`src/rtl/weights_load_ctrl_if.sv`:
```
// Weight stream interface between the weight load controller and the conv
// engine weight-load port.
//   w_valid  master -> slave   word valid
//   w_ready  slave  -> master  consumer accepts when w_valid & w_ready
//   w_data   master -> slave   weight word
//   w_ch     master -> slave   output channel of w_data
//   w_idx    master -> slave   in-kernel index of w_data
//   w_last   master -> slave   1 on the final index of a kernel
interface weights_load_ctrl_if #(
    parameter int PARA_WIDTH = 8,
    parameter int CH_WIDTH   = 2,
    parameter int ADDR_WIDTH = 5
);
    logic                  w_valid;
    logic                  w_ready;
    logic [PARA_WIDTH-1:0] w_data;
    logic [CH_WIDTH-1:0]   w_ch;
    logic [ADDR_WIDTH-1:0] w_idx;
    logic                  w_last;

    modport master (output w_valid, w_data, w_ch, w_idx, w_last, input w_ready);
    modport slave  (input w_valid, w_data, w_ch, w_idx, w_last, output w_ready);
endinterface

```
`src/rtl/weights_load_ctrl.sv`:
```
// Weight load controller: reads every kernel weight out of NUM_CH combinational
// single-kernel ROMs (shared address bus, one-hot read enables), registers each
// word and streams it to the conv engine in channel-major order over a
// valid/ready interface, one word per cycle when not back-pressured.
// Ports:
//   clk, rst    clock, synchronous active-high reset
//   start       begin a full load (only looked at in IDLE)
//   busy        high in RUN and DONE
//   done        one-cycle pulse after the final word handshake
//   rom_r_en    one-hot ROM read enable (0 when no read is issued)
//   rom_raddr   shared ROM address (0 when no read is issued)
//   rom_dout    ROM data, channel c at [c*PARA_WIDTH +: PARA_WIDTH]
//   w_if        weight stream (master side)
module weights_load_ctrl #(
    parameter int PARA_WIDTH  = 8,
    parameter int KERNEL_SIZE = 25,
    parameter int ADDR_WIDTH  = 5,
    parameter int NUM_CH      = 4,
    parameter int CH_WIDTH    = 2
) (
    input  logic                         clk,
    input  logic                         rst,
    input  logic                         start,
    output logic                         busy,
    output logic                         done,
    output logic [NUM_CH-1:0]            rom_r_en,
    output logic [ADDR_WIDTH-1:0]        rom_raddr,
    input  logic [NUM_CH*PARA_WIDTH-1:0] rom_dout,
    weights_load_ctrl_if.master          w_if
);
    localparam int TOTAL = NUM_CH * KERNEL_SIZE;
    localparam int CNT_W = $clog2(TOTAL + 1);
    localparam logic [CNT_W-1:0]      TOTAL_C  = CNT_W'(TOTAL);
    localparam logic [ADDR_WIDTH-1:0] LAST_IDX = ADDR_WIDTH'(KERNEL_SIZE - 1);
    localparam logic [CH_WIDTH-1:0]   LAST_CH  = CH_WIDTH'(NUM_CH - 1);

    typedef enum logic [1:0] {S_IDLE, S_RUN, S_DONE} state_t;

    state_t                state_q, state_d;
    logic [CNT_W-1:0]      issue_cnt_q, issue_cnt_d;
    logic [CH_WIDTH-1:0]   issue_ch_q, issue_ch_d;
    logic [ADDR_WIDTH-1:0] issue_idx_q, issue_idx_d;
    logic                  w_valid_q, w_valid_d;
    logic [PARA_WIDTH-1:0] w_data_q, w_data_d;
    logic [CH_WIDTH-1:0]   w_ch_q, w_ch_d;
    logic [ADDR_WIDTH-1:0] w_idx_q, w_idx_d;
    logic                  w_last_q, w_last_d;

    logic                  issue;
    logic                  handshake;
    logic                  last_hs;
    logic [PARA_WIDTH-1:0] rd_word;

    always_comb begin
        state_d     = state_q;
        issue_cnt_d = issue_cnt_q;
        issue_ch_d  = issue_ch_q;
        issue_idx_d = issue_idx_q;
        w_valid_d   = w_valid_q;
        w_data_d    = w_data_q;
        w_ch_d      = w_ch_q;
        w_idx_d     = w_idx_q;
        w_last_d    = w_last_q;
        rom_r_en    = '0;
        rom_raddr   = '0;
        rd_word     = '0;

        handshake = w_valid_q & w_if.w_ready;
        last_hs   = handshake & (w_ch_q == LAST_CH) & (w_idx_q == LAST_IDX);
        // A new read may only overwrite the output register once it is empty
        // or being consumed this cycle; that is what keeps words stable under
        // backpressure and guarantees nothing is dropped.
        issue = (state_q == S_RUN) & (issue_cnt_q < TOTAL_C) & (~w_valid_q | w_if.w_ready);

        unique case (state_q)
            S_IDLE: begin
                // Counters are cleared here so every load starts at ch0/idx0.
                issue_cnt_d = '0;
                issue_ch_d  = '0;
                issue_idx_d = '0;
                if (start) state_d = S_RUN;
            end
            S_RUN:   if (last_hs) state_d = S_DONE;
            S_DONE:  state_d = S_IDLE;
            default: state_d = S_IDLE;
        endcase

        if (handshake) w_valid_d = 1'b0;

        if (issue) begin
            // Explicit compare per channel keeps the enable one-hot and never
            // selects a ROM slice outside the bank.
            for (int c = 0; c < NUM_CH; c++) begin
                if (issue_ch_q == CH_WIDTH'(c)) begin
                    rom_r_en[c] = 1'b1;
                    rd_word     = rom_dout[c*PARA_WIDTH +: PARA_WIDTH];
                end
            end
            rom_raddr   = issue_idx_q;
            w_valid_d   = 1'b1;
            w_data_d    = rd_word;
            w_ch_d      = issue_ch_q;
            w_idx_d     = issue_idx_q;
            w_last_d    = (issue_idx_q == LAST_IDX);
            issue_cnt_d = issue_cnt_q + 1'b1;
            if (issue_idx_q == LAST_IDX) begin
                issue_idx_d = '0;
                issue_ch_d  = issue_ch_q + 1'b1;
            end else begin
                issue_idx_d = issue_idx_q + 1'b1;
            end
        end
    end

    always_ff @(posedge clk) begin
        if (rst) begin
            state_q     <= S_IDLE;
            issue_cnt_q <= '0;
            issue_ch_q  <= '0;
            issue_idx_q <= '0;
            w_valid_q   <= 1'b0;
            w_data_q    <= '0;
            w_ch_q      <= '0;
            w_idx_q     <= '0;
            w_last_q    <= 1'b0;
        end else begin
            state_q     <= state_d;
            issue_cnt_q <= issue_cnt_d;
            issue_ch_q  <= issue_ch_d;
            issue_idx_q <= issue_idx_d;
            w_valid_q   <= w_valid_d;
            w_data_q    <= w_data_d;
            w_ch_q      <= w_ch_d;
            w_idx_q     <= w_idx_d;
            w_last_q    <= w_last_d;
        end
    end

    assign busy         = (state_q != S_IDLE);
    assign done         = (state_q == S_DONE);
    assign w_if.w_valid = w_valid_q;
    assign w_if.w_data  = w_data_q;
    assign w_if.w_ch    = w_ch_q;
    assign w_if.w_idx   = w_idx_q;
    assign w_if.w_last  = w_last_q;
endmodule

```
`src/flat_wrapper.sv`:
```
// flat-port wrapper written by rule: the top's interface ports become plain ports
module weights_load_ctrl_flat 
#(
    parameter int PARA_WIDTH  = 8,
    parameter int KERNEL_SIZE = 25,
    parameter int ADDR_WIDTH  = 5,
    parameter int NUM_CH      = 4,
    parameter int CH_WIDTH    = 2
)
  (clk, rst, start, busy, done, rom_r_en, rom_raddr, rom_dout, w_if_w_valid, w_if_w_data, w_if_w_ch, w_if_w_idx, w_if_w_last, w_if_w_ready);
  weights_load_ctrl_if #(.PARA_WIDTH(PARA_WIDTH), .CH_WIDTH(CH_WIDTH), .ADDR_WIDTH(ADDR_WIDTH)) w_if_i ();
  input  logic clk;
  input  logic rst;
  input  logic start;
  output logic busy;
  output logic done;
  output logic [NUM_CH-1:0] rom_r_en;
  output logic [ADDR_WIDTH-1:0] rom_raddr;
  input  logic [NUM_CH*PARA_WIDTH-1:0] rom_dout;
  output wire logic [$bits(w_if_i.w_valid)-1:0] w_if_w_valid;
  output wire logic [$bits(w_if_i.w_data)-1:0] w_if_w_data;
  output wire logic [$bits(w_if_i.w_ch)-1:0] w_if_w_ch;
  output wire logic [$bits(w_if_i.w_idx)-1:0] w_if_w_idx;
  output wire logic [$bits(w_if_i.w_last)-1:0] w_if_w_last;
  input wire logic [$bits(w_if_i.w_ready)-1:0] w_if_w_ready;
  assign w_if_w_valid = w_if_i.w_valid;
  assign w_if_w_data = w_if_i.w_data;
  assign w_if_w_ch = w_if_i.w_ch;
  assign w_if_w_idx = w_if_i.w_idx;
  assign w_if_w_last = w_if_i.w_last;
  assign w_if_i.w_ready = w_if_w_ready;
  weights_load_ctrl #(.PARA_WIDTH(PARA_WIDTH), .KERNEL_SIZE(KERNEL_SIZE), .ADDR_WIDTH(ADDR_WIDTH), .NUM_CH(NUM_CH), .CH_WIDTH(CH_WIDTH)) u_core (.clk(clk), .rst(rst), .start(start), .busy(busy), .done(done), .rom_r_en(rom_r_en), .rom_raddr(rom_raddr), .rom_dout(rom_dout), .w_if(w_if_i));
endmodule
```
`config.mk`:
```
export PLATFORM = sky130hd
export DESIGN_NAME = weights_load_ctrl_flat
export DESIGN_NICKNAME = d
export VERILOG_FILES = /design/src/rtl/weights_load_ctrl_if.sv /design/src/rtl/weights_load_ctrl.sv /design/src/flat_wrapper.sv
export SDC_FILE = /design/constraint.sdc
export NUM_CORES = 1
export LEC_CHECK = 0
export BUFFER_PORTS_ARGS = -buffer_cell sky130_fd_sc_hd__buf_2
export CAP_MARGIN = 30
export CORE_MARGIN = 2
export CORE_UTILIZATION = 49
export CTS_CLUSTER_DIAMETER = 60
export DETAILED_ROUTE_END_ITERATION = 16
export MAX_ROUTING_LAYER = met4
export PLACE_DENSITY = 0.87
export SLEW_MARGIN = 5
export SYNTH_ARGS = -nofsm -noshare
export SYNTH_HDL_FRONTEND = slang
export SYNTH_SLANG_ARGS = --single-unit
```
`constraint.sdc`:
```
create_clock -name clk -period 1.95 [get_ports clk]
set_input_delay 0.195 -clock clk [delete_from_list [all_inputs] [get_ports clk]]
set_output_delay 0.195 -clock clk [all_outputs]
set_load 0.02 [all_outputs]
```
==> flow_summary.ini <==
[status]
outcome = completed

[drt]
drtPass1Iterations = 4
wl_per_cell_um = 14.66
detail_route.wirelength_um = 5013
vias_per_cell = 5.836
ant_nets = 0
drc = 0
drt-initial-drc-count = 169
vias = 1996

[critical_path]
cp-start-kind = flop
setup.worst_path.end_class = flop
crit_path_max_fanout = 5
r2r_start = u_core.issue_idx_q[0]$_SDFFE_PP0P_
required_ns = 2.18
critPathCapture = u_core.issue_idx_q[3]$_SDFFE_PP0P_
ff2ff_path_depth = 6
cp.arrival_ns = 2.17
startpoint = u_core.issue_idx_q[0]$_SDFFE_PP0P_
r2r-end = u_core.issue_idx_q[3]$_SDFFE_PP0P_
reg2reg_setup_slack_ns = 0.01
crit_type = reg -> reg

[yosys]
yosys-top-cells-count = 33 x dfxtp_1, 25 x nand2_1, 24 x a21oi_1
synthTopCellsByArea = dfxtp_1 36%, a21oi_1 6.6%, nand2_1 5.2%
synth.most_common_cell = dfxtp_1
yosysTopAreaCellShare_pct = 36.31
ys_ff_latch = 33
synth-main-ff-cell = dfxtp_1
ys_types = 41
yosys_warnings = 0
synthArstFlopShare_pct = 0
synthCells = 229
synth_edf_count = 0
syn_avg_cell_area_um2 = 7.944
yosysTopAreaCell = dfxtp_1
postSynthNetCount = 272
ys_seq_area_share_pct = 36.31
syn-cell-area_um2 = 1819

[floorplan]
dieHeight_um = 64.93
coreArea_um2 = 3606
rows = 22
dieArea_um2 = 4216
die_x_um = 64.93
initial_core_util_pct = 50.45
io_pins = 64

[clock_tree]
clock-root-buffer = clkbuf_8
htreeDepth = 2
cts_buffers = 5
cts_tree = built
clock_latency_ns = 0.29
holdBufCountCts = 0
clk_pin_slew_ns = 0.07
clk_path_buf_depth = 2
cts_sinks = 33

[power_and_ir_drop]
power_density_nw_per_um2 = 620.3
p_leak_nw = 1.054
ir_drop_uv = 438.2
p_total_mw = 1.429

[min_path]
hold_depth = 3
holdCritPathClass = in -> reg

[timing]
report.final.slew_viol_count = 0
finClkSkew_ns = 0.006203
fin_crit_sh_pct = 99.43
hold_violations = 0
relSlewSlack_pct = 58.76
fin_ws_ns = 0.01115
fmaxAchievable_mhz = 515.8
worst_slew_pin_slew_ns = 0.6130
setup_viol = 0
period_minus_slack_ns = 1.939
tns_ns = 0
rsz0062_at_grt = no

[grt]
grt_use_total_pct = 25.46
grt_overflow = 0
grt_pass1_vias = 1816
grt_max_degree = 21
grt_pass1_wl_um = 8128
antenna_found_initial = 0

[finish]
layout-drive-gt1-share_pct = 31.29
nNetsFinal = 336
synthToLayoutAreaGrowth_pct = 26.62
instances_no_fill = 342
insertedDiodeCount = 0

[placement]
dp_hpwl_um = 3561
numPortBuffers = 63
gp_congestion = 0.8533
dp_slack_ns = 0.1401
dp.cells = 331

[flow_run]
maxCapViolCount = 0
[how the worst min path moves through the flow]
stage,start,endpoint
6_report,start,u_core.state_q[0]$_SDFFE_PP0P_
5_1_grt,w_if_w_ready,u_core.state_q[1]$_SDFFE_PP0P_
4_1_cts,start,u_core.state_q[0]$_SDFFE_PP0P_
3_5_place_dp,u_core.w_if.w_last$_SDFFE_PP0P_,u_core.w_if.w_last$_SDFFE_PP0P_
3_3_place_gp,u_core.w_if.w_last$_SDFFE_PP0P_,u_core.w_if.w_last$_SDFFE_PP0P_
2_1_floorplan,w_if_w_ready,u_core.state_q[1]$_SDFFE_PP0P_
[worst max-delay path, cell delays in order (launching register included)]
cell and delay, ns:
dfxtp_1 0.45, inv_1 0.14, ha_1 0.23, and4b_1 0.26, nor4_1 0.49, nand3_1 0.18
nand3_1 0.12
[sequential cells by signal (all words and copies together) (netlist names)]
| name | count |
|---|---|
| u_core.w_if.w_data | 8 |
| u_core.issue_cnt_q | 7 |
| u_core.issue_idx_q | 5 |
| u_core.w_if.w_idx | 5 |
| u_core.issue_ch_q | 2 |
| u_core.state_q | 2 |
| u_core.w_if.w_ch | 2 |
| u_core.w_if.w_last | 1 |
| u_core.w_if.w_valid | 1 |
[where the power goes]
group / internal [mW] / total, mW / switching (mW) / leakage [nW]
Clock: 0.246 / 0.507 / 0.261 / 0.0439
Combinational: 0.0884 / 0.208 / 0.120 / 0.741
Sequential: 0.695 / 0.713 / 0.0182 / 0.270
Total: 1.03 / 1.43 / 0.400 / 1.05
[cell families (layout without fill, tap and decap cells)]
family,count (synthesis),after routing,synth area share (%)
and+or+nand+nor,97,97,28.96
AOI/OAI and AO/OA,57,57,22.08
buffers and inverters,35,100,7.840
DFF,33,33,36.31
adders and majority gates,7,7,4.814
[layer usage]
metal | track usage, % | vias to the layer above | part of all wire (%) | routed length [µm]
li1 | - | 958 | - | -
met1 | 29.69 | 938 | 42 | 2110
met2 | 43.81 | 91 | 49 | 2480
met3 | 7.118 | 9 | 7.6 | 379
met4 | 5.319 | 0 | 0.84 | 42
met5 | - | - | 0 | 0
[cells in the final DEF (no fill, tap or decap), types with 4 or more instances in the layout]
cell type | Yosys | routed
buf_2 | 3 | 63
nor3_1 | 9 | 9
nand3b_1 | 8 | 8
nand2_1 | 25 | 25
clkbuf_8 | 0 | 5
buf_4 | 2 | 10
ha_1 | 7 | 5
a21oi_1 | 24 | 24
a211oi_1 | 8 | 8
dfxtp_1 | 33 | 31
a221oi_1 | 8 | 8
nor2_1 | 11 | 11
nor2b_1 | 4 | 4
or4_1 | 4 | 4
and2_1 | 4 | 4
inv_1 | 19 | 19
nand3_1 | 14 | 14
[per-stage QoR]
| stage | utilization [%] | cell area, µm² | hold slack (ns) |
|---|---|---|---|
| final | 63.88 | 2303 | 0.1824 |
| after global routing | 63.88 | 2303 | 0.2087 |
| after CTS | 63.36 | 2285 | 0.1757 |
| after detailed placement | 60.34 | 2176 | 0.4508 |
| after global placement | 60.34 | 2176 | 0.4501 |
| after floorplan | - | 1819 | 0.3529 |
[layout make-up]
type | instances | area (µm²)
Sequential cell | 33 | 663.1
Inverter | 19 | 71.32
Multi-Input combinational cell | 161 | 1032
Clock inverter | 3 | 17.52
Clock buffer | 5 | 68.82
Fill cell | 303 | 1303
Timing Repair Buffer | 73 | 390.4
Tap cell | 48 | 60.06
[repair_timing]
item                                    CTS  global route
resized for setup                         0             5
buffers inserted                          3             0
endpoints found under the setup margin    9            12
pin swaps                                 1             0
(Power assumes the default switching activity.)
